## config.mk

```make
export PLATFORM = sky130hd
export DESIGN_NAME = serial_add_ctrl
export DESIGN_NICKNAME = d
export VERILOG_FILES = /design/src/rtl/serial_add_pkg.sv /design/src/rtl/fulladder.sv /design/src/rtl/serial_add_ctrl.sv
export SDC_FILE = /design/constraint.sdc
export NUM_CORES = 1
export LEC_CHECK = 0
export CAP_MARGIN = 20
export CORE_ASPECT_RATIO = 2
export CORE_MARGIN = 2
export CORE_UTILIZATION = 40
export CTS_CLUSTER_DIAMETER = 60
export CTS_CLUSTER_SIZE = 40
export DETAILED_ROUTE_END_ITERATION = 6
export RECOVER_POWER = 25
export SETUP_SLACK_MARGIN = 0.2
export SYNTH_ARGS = -nofsm -noshare
export SYNTH_HDL_FRONTEND = slang
export SYNTH_HIERARCHICAL = 1
export SYNTH_SLANG_ARGS = --single-unit
export TNS_END_PERCENT = 1
```

## constraint.sdc

```tcl
create_clock -name clk -period 3.2 [get_ports clk]
set_clock_uncertainty 0.15 [all_clocks]
set_input_delay 0.64 -clock clk [delete_from_list [all_inputs] [get_ports clk]]
set_output_delay 0.64 -clock clk [all_outputs]
set_load 0.02 [all_outputs]
```

## src/rtl/serial_add_pkg.sv

```systemverilog
// Shared definitions for the bit-serial adder controller: FSM encodings and
// the default operand width.
package serial_add_pkg;

   typedef enum logic [1:0] {
      ST_IDLE = 2'd0,
      ST_ADD  = 2'd1,
      ST_DONE = 2'd2
   } state_e;

   localparam int DEFAULT_WIDTH = 8;

endpackage : serial_add_pkg

```

## src/rtl/fulladder.sv

```systemverilog
// One-bit full adder; the only arithmetic element in the serial datapath.
module fulladder (
   input  logic a,
   input  logic b,
   input  logic cin,
   output logic sum,
   output logic carry
);

   logic half_sum;

   assign half_sum = a ^ b;
   assign sum      = half_sum ^ cin;
   assign carry    = (a & b) | (cin & half_sum);

endmodule : fulladder

```

## src/rtl/serial_add_ctrl.sv

```systemverilog
// Bit-serial adder: {cout,sum} = a + b + cin, LSB first, one bit per clk
// through a single full adder, sequenced by a three-state FSM.
//
//   state   | meaning
//   --------+-----------------------------------------------------------
//   IDLE    | waiting for start; operands captured on the accepting edge
//   ADD     | one full-adder step per cycle, WIDTH cycles in total
//   DONE    | result registers valid, done pulses for this single cycle
module serial_add_ctrl
   import serial_add_pkg::*;
#(
   parameter int WIDTH = DEFAULT_WIDTH
) (
   input  logic             clk,
   input  logic             rst_n,
   input  logic             start,
   input  logic [WIDTH-1:0] a,
   input  logic [WIDTH-1:0] b,
   input  logic             cin,
   output logic             busy,
   output logic             done,
   output logic [WIDTH-1:0] sum,
   output logic             cout
);

   localparam int            CW       = $clog2(WIDTH + 1);
   localparam logic [CW-1:0] CNT_LAST = CW'(WIDTH - 1);

   state_e           state_q, state_d;
   logic [WIDTH-1:0] a_sr_q, a_sr_d;
   logic [WIDTH-1:0] b_sr_q, b_sr_d;
   logic [WIDTH-1:0] s_sr_q, s_sr_d;
   logic [WIDTH-1:0] sum_q, sum_d;
   logic [CW-1:0]    cnt_q, cnt_d;
   logic             carry_q, carry_d;
   logic             cout_q, cout_d;
   logic             busy_q, busy_d;
   logic             done_q, done_d;

   logic             fa_sum;
   logic             fa_carry;

   fulladder u_fa (
      .a     (a_sr_q[0]),
      .b     (b_sr_q[0]),
      .cin   (carry_q),
      .sum   (fa_sum),
      .carry (fa_carry)
   );

   always_comb begin
      state_d = state_q;
      a_sr_d  = a_sr_q;
      b_sr_d  = b_sr_q;
      s_sr_d  = s_sr_q;
      sum_d   = sum_q;
      cnt_d   = cnt_q;
      carry_d = carry_q;
      cout_d  = cout_q;
      busy_d  = busy_q;
      done_d  = 1'b0;

      case (state_q)
         ST_IDLE: begin
            busy_d = 1'b0;
            if (start) begin
               a_sr_d  = a;
               b_sr_d  = b;
               carry_d = cin;
               cnt_d   = '0;
               busy_d  = 1'b1;
               state_d = ST_ADD;
            end
         end

         ST_ADD: begin
            // Sum bits enter at the MSB so after WIDTH shifts bit 0 sits at the LSB.
            s_sr_d              = s_sr_q >> 1;
            s_sr_d[WIDTH-1]     = fa_sum;
            a_sr_d              = a_sr_q >> 1;
            b_sr_d              = b_sr_q >> 1;
            carry_d             = fa_carry;
            cnt_d               = cnt_q + CW'(1);
            busy_d              = 1'b1;
            if (cnt_q == CNT_LAST) begin
               sum_d   = s_sr_d;
               cout_d  = fa_carry;
               done_d  = 1'b1;
               state_d = ST_DONE;
            end
         end

         ST_DONE: begin
            busy_d  = 1'b0;
            state_d = ST_IDLE;
         end

         default: begin
            busy_d  = 1'b0;
            state_d = ST_IDLE;
         end
      endcase
   end

   always_ff @(posedge clk or negedge rst_n) begin
      if (!rst_n) begin
         state_q <= ST_IDLE;
         a_sr_q  <= '0;
         b_sr_q  <= '0;
         s_sr_q  <= '0;
         sum_q   <= '0;
         cnt_q   <= '0;
         carry_q <= 1'b0;
         cout_q  <= 1'b0;
         busy_q  <= 1'b0;
         done_q  <= 1'b0;
      end else begin
         state_q <= state_d;
         a_sr_q  <= a_sr_d;
         b_sr_q  <= b_sr_d;
         s_sr_q  <= s_sr_d;
         sum_q   <= sum_d;
         cnt_q   <= cnt_d;
         carry_q <= carry_d;
         cout_q  <= cout_d;
         busy_q  <= busy_d;
         done_q  <= done_d;
      end
   end

   assign busy = busy_q;
   assign done = done_q;
   assign sum  = sum_q;
   assign cout = cout_q;

endmodule : serial_add_ctrl

```

==> flow_metrics.tcl, run 1 <==
set metrics [dict create \
    wl_per_cell_um 14.13 \
    postSynthCellCount 139 \
    setup_violations 0 \
    maxCapViolCount 0 \
    fin_crit_ns 2.195 \
    drv_slew 0 \
    grt_pass1_wl_mm 5.499 \
    ctsHoldBuffers 0 \
    fmax_mhz 455.7 \
    finalWirelength_mm 3.151 \
    routed_via_density 5.269 \
    gp_congestion 0.7158 \
    port_buffers 30 \
    dieArea_um2 5023 \
    drt_iter0_drc 36 \
    rsz0062_at_grt "false" \
    start_util 0.4135 \
    ys_ff_latch 41 \
    htree_levels 2 \
    arrival_ns 2.25 \
    post-dp-hpwl_mm 2.205 \
    area_growth_pct 23.45 \
    grt_util_all_layers 0.1447 \
    peakVddDrop_uv 531.7 \
    postCtsSetupBuffers 0 \
    slowest_stage "nor2b_1" \
    tightest_slew_ns 0.8850 \
    reg2reg_to "sum[2]$_DFFE_PN0P_" \
    path_cells "clkdlybuf4s50_1 -> nor2b_1 -> a22oi_1 -> o21ai_0" \
    ys_seq_area_frac 0.5775 \
    cts-resized-gates 0 \
    worst-path-max-fanout 11 \
    clkTransAtPathRegs_ns 0.08 \
    fp.dieW_um 51.13 \
    diodes 0 \
    synth.net_count 161 \
    path_class "in -> reg" \
    grt_pass1_vias 1224 \
    antenna_left 0 \
    syn_area_um2 1777 \
    crit_path_end_kind "flip-flop" \
    cpPeakStageDelay_ns 0.64 \
    critPathLaunchType "input port" \
    cp.required_ns 3.26 \
    powerDensity_nw_per_um2 891.0 \
    ctsRootBufferMaster "clkbuf_8" \
    rows 34 \
    drive_gt1_frac 0.1716 \
    grt_max_degree 42 \
    rr_worst_depth 3 \
    cts_buffer_depth 2 \
    cts_sinks 41 \
    finalNetCount 190 \
    fin_crit_sh 0.6858 \
    core_um2 4297 \
    finalHoldViolCount 0 \
    cp-endpoint "b_sr_q[5]$_DFFE_PN0P_" \
    ioPinCount 31 \
    p_leak_nw 0.9483 \
    rrSetupSlack_ns 1.15 \
    status "completed" \
    dr.pass1.iters 4 \
    insertion_delay_ns 0.29 \
    hold_class "in -> async" \
    slew_headroom 0.4100 \
    antenna_found_initial 0 \
    drc 0 \
    r2r-start "state_q[1]$_DFFE_PN0P_" \
    setup_tns_ns 0 \
    gr-total-overflow 0 \
    cts_tree "yes" \
    syn_avg_cell_area_um2 12.78 \
    final.setup.worst_slack_ns 1.005 \
    dieHeight_um 98.25 \
    cts_buffers 5 \
    timing.critical_path.from "start" \
    vias 1175 \
    synth_cell_types 24 \
    place_ws_ns 0.7108 \
    yosysWarnings 6 \
]
-- critical path: cells and delay by family --
kind / cells / cell delay [ns]
buf+inv: 1 / 0.61
compound gates: 2 / 0.37
simple gates: 1 / 0.64
-- worst min-delay path by stage --
stage	depth (start not counted)	slack, ns	to	start
after floorplan	0	0.19	a_sr_q[0]$_DFFE_PN0P_	rst_n
after global routing	2	0.36	b_sr_q[1]$_DFFE_PN0P_	b_sr_q[1]$_DFFE_PN0P_
after global placement	2	0.32	a_sr_q[1]$_DFFE_PN0P_	a_sr_q[1]$_DFFE_PN0P_
after detailed placement	2	0.33	a_sr_q[4]$_DFFE_PN0P_	a_sr_q[4]$_DFFE_PN0P_
after CTS	2	0.35	b_sr_q[1]$_DFFE_PN0P_	b_sr_q[1]$_DFFE_PN0P_
final	1	0.31	cout$_DFFE_PN0P_	rst_n
-- Yosys cell counts --
master / n / area, um2
a21oi_1: 4 / 20.02
a22o_1: 3 / 26.28
a22oi_1: 15 / 112.6
a31oi_1: 2 / 12.51
a41oi_1: 1 / 8.760
and3_1: 1 / 6.260
and3_4: 1 / 11.26
buf_12: 1 / 20.02
buf_2: 4 / 20.02
buf_6: 2 / 22.52
clkbuf_1: 2 / 7.510
dfrtp_1: 41 / 1026
fa_1: 1 / 20.02
ha_1: 1 / 12.51
inv_1: 1 / 3.750
mux2_2: 8 / 90.09
mux2_4: 9 / 135.1
nand2_1: 13 / 48.80
nand3_1: 1 / 5.000
nor2b_1: 8 / 50.05
nor2b_4: 1 / 13.76
nor3b_1: 1 / 7.510
o21ai_0: 17 / 85.08
o21bai_2: 1 / 11.26
-- cell families after synthesis --
family	Yosys count	synth area share
flip-flops	41	0.5775
multiplexers	17	0.1268
AND/OR/NAND/NOR	26	0.08028
adder cells (fa/ha/maj)	2	0.01831
AO/OA/AOI/OAI	43	0.1556
buffers and inverters	10	0.04155
-- state kept, by name, indices dropped and copies added, names as in the netlist --
name     cells
cnt_q        4
done         1
b_sr_q       8
cout         1
carry_q      1
s_sr_q       7
busy         1
state_q      2
a_sr_q       8
sum          8
-- cells in the final DEF (no fill, tap or decap) --
cell type,n
buf_2,1
buf_4,1
inv_1,1
dfrtp_1,41
a21oi_1,4
mux2_2,8
and3_1,1
a41oi_1,1
nor3b_1,1
nand3_1,1
mux2_4,9
fa_1,1
a31oi_1,2
nor2b_1,8
clkbuf_8,6
a22oi_1,15
a22o_1,3
o21bai_2,1
nand2_1,13
clkbuf_1,1
nor2b_4,1
ha_1,1
clkdlybuf4s50_1,29
and3_4,1
bufinv_16,1
o21ai_0,17
-- metrics by stage --
step | power [W] | util | cells | hold slack (ns) | cell area (um2)
3_3_place_gp | 0.001524 | 0.4834 | 215 | 0.3169 | 2077
3_5_place_dp | 0.001554 | 0.4834 | 215 | 0.3313 | 2077
5_1_grt | 0.002084 | 0.5105 | 223 | 0.3608 | 2193
4_1_cts | 0.001984 | 0.5105 | 223 | 0.3482 | 2193
6_report | 0.001954 | 0.5105 | 223 | 0.3149 | 2193
2_1_floorplan | 0.001328 | - | 139 | 0.1944 | 1777
-- layout make-up --
cell class | count | area, um2
multi-input cells | 88 | 676.9
clock inverters | 1 | 30.03
inverters | 1 | 3.754
fillers | 386 | 2103
well taps | 54 | 67.56
clock buffers | 7 | 86.33
flip-flops and latches | 41 | 1026
repair buffers | 31 | 302.8
-- metal layers --
layer,vias up,wire [um],track usage,share of wire
li1,553,-,-,-
met1,583,1312,0.1579,0.42
met3,7,138,0.03670,0.044
met5,-,0,0,0
met2,32,1627,0.2517,0.52
met4,0,73,0.06861,0.023
-- power breakdown --
group	switching (W)	internal [W]
Clock	0.000169	0.000254
Sequential	0.000139	0.000721
Combinational	0.000292	0.000379
Power figures use the tool's default switching activity.
==> inputs of run 2 (changes only) <==
- PLACE_DENSITY: not set -> 0.66
- clock period: 3.2 -> 2 ns (I/O delays scaled with it)
==> run 2 against run 1 <==
Global-route usage fell by 0.23 points. Non-clock buffer count is 7 higher. Worst hold slack got worse by 0.12 ns. Utilization rose by 1.2 points. Worst setup slack got worse by 0.80 ns. Total power grew 61%. Critical path depth down 3. Critical path type is now reg -> out. Largest cell class unchanged.
==> flow_metrics.tcl, run 2 (synthesized netlist as in run 1, its figures left out) <==
set metrics [dict create \
    antenna_found_initial 0 \
    final_cell_mix "dfrtp_1 (41), clkdlybuf4s50_1 (27), o21ai_0 (17)" \
    insertion_delay_ns 0.29 \
    arrival_ns 1.24 \
    critPathLaunchType "flip-flop" \
    maxCapViolCount 0 \
    routed_via_density 5.287 \
    finalWirelength_mm 3.156 \
    placed_cell_area_um2 2130 \
    drt_iter0_drc 31 \
    place_ws_ns 0.1474 \
    wl_per_cell_um 13.72 \
    drc 0 \
    multi_input_area_um2 676.9 \
    start_util 0.4135 \
    crit_buf_inv 1 \
    final.setup.worst_slack_ns 0.2063 \
    fin_crit_sh 0.8969 \
    area_growth_pct 26.34 \
    p_leak_nw 1.001 \
    p_int_w 0.002189 \
    register_area_um2 1026 \
    crit_path_end_kind "output pin" \
    mostFrequentLayoutCell "dfrtp_1" \
    cts-resized-gates 1 \
    fmax_mhz 557.5 \
    rsz0062_at_grt "true" \
    finalNetCount 197 \
    ctsHoldBuffers 0 \
    powerDensity_nw_per_um2 1404 \
    status "completed" \
    cts_buffers 5 \
    peakVddDrop_uv 739.3 \
    tightest_slew_ns 0.9859 \
    post-dp-hpwl_mm 2.320 \
    vias 1216 \
    drive_gt1_frac 0.2045 \
    rows 34 \
    slowest_stage "clkdlybuf4s50_1" \
    dr.pass1.iters 4 \
    combPwrFrac 0.352 \
    gr-total-overflow 0 \
    ctsRootBufferMaster "clkbuf_8" \
    cpPeakStageDelay_ns 0.60 \
    grt_pass1_wl_mm 5.388 \
    antenna_left 0 \
    drv_slew 0 \
    clkPwrFrac 0.213 \
    worst-path-max-fanout 2 \
    cp.required_ns 1.45 \
    finalHoldViolCount 0 \
    p_seq_frac 0.435 \
    cts_sinks 41 \
    diodes 0 \
    core_um2 4297 \
    swShare 0.3052 \
    setup_tns_ns 0 \
    dpl.cell_count 222 \
    grt_pass1_vias 1166 \
    dieArea_um2 5023 \
    fp.dieW_um 51.13 \
    stdcell_area_um2 2245 \
    stdcell_count 230 \
    slew_headroom 0.3427 \
    cts_tree "yes" \
    cts_buffer_depth 2 \
    fin_crit_ns 1.794 \
    path_cells "clkdlybuf4s50_1" \
    clkTransAtPathRegs_ns 0.07 \
    path_class "reg -> out" \
    hold_class "in -> async" \
    grt_max_degree 42 \
    gp_congestion 0.7261 \
    port_buffers 30 \
    grt_util_all_layers 0.1424 \
    utilization 0.5224 \
    htree_levels 2 \
    dieHeight_um 98.25 \
    fillers 385 \
    postCtsSetupBuffers 0 \
    p_switching_w 0.0009619 \
    path_delay_family "buffers and inverters" \
    setup_violations 0 \
    ioPinCount 31 \
]
[run 2: changes by cell type in the layout (fill, tap and decap cells not counted), sizes merged]
cell / before / now
dlygate4sd2: 0 / 1
clkbuf: 7 / 8
buf: 2 / 8
clkdlybuf4s50: 29 / 27
dlymetal6s2s: 0 / 1
[run 2: stage by stage]
step / power (W) / hold slack [ns]
global placement: 0.002464 / 0.3173
detailed placement: 0.002526 / 0.3269
CTS: 0.003207 / 0.02543
global route: 0.003360 / 0.2884
finish: 0.003151 / 0.1940
floorplan: 0.002125 / -0.04559
[run 2: power groups by stage]
| stage | Sequential (W) | Combinational [W] | Clock, W |
|---|---|---|---|
| after floorplan | 0.00145 | 0.000679 | 0 |
| after global placement | 0.00137 | 0.00109 | 0 |
| after detailed placement | 0.00139 | 0.00113 | 0 |
| after CTS | 0.00138 | 0.00113 | 0.000700 |
| after global routing | 0.00142 | 0.00121 | 0.000728 |
| final | 0.00137 | 0.00111 | 0.000672 |
[run 2: per-layer routing]
metal  part of all wire  track usage
met5                  0            0
met4              0.013      0.05613
met3              0.044      0.03670
met2               0.54       0.2358
met1               0.40       0.1728
[run 2: worst reg2reg max path: stages (launching register included)]
cell	delay, ns
dfrtp_1	0.50
buf_4	0.23
nor2b_1	0.30
nor2b_1	0.22
a22o_1	0.14
[run 2: layout make-up]
type | instances | share of cell area
multi-input cells | 88 | 0.3016
inverters | 1 | 0.001672
flip-flops and latches | 41 | 0.4571
clock buffers | 7 | 0.03846
repair buffers | 38 | 0.1577
well taps | 54 | 0.03010
clock inverters | 1 | 0.01338
[run 2: worst paths after layout]
check                                       start  cells past startpoint                     to  slack (ns)
max                            sum[7]$_DFFE_PN0P_                      1                 sum[7]        0.21
min                                         rst_n                      2       cout$_DFFE_PN0P_        0.19
max reg2reg                state_q[1]$_DFFE_PN0P_                      4  a_sr_q[7]$_DFFE_PN0P_        0.41
min reg2reg                 b_sr_q[3]$_DFFE_PN0P_                      2  b_sr_q[3]$_DFFE_PN0P_        0.34
max in group asynchronous                   rst_n                      2  b_sr_q[6]$_DFFE_PN0P_        0.90
min in group clk            b_sr_q[3]$_DFFE_PN0P_                      2  b_sr_q[3]$_DFFE_PN0P_        0.34
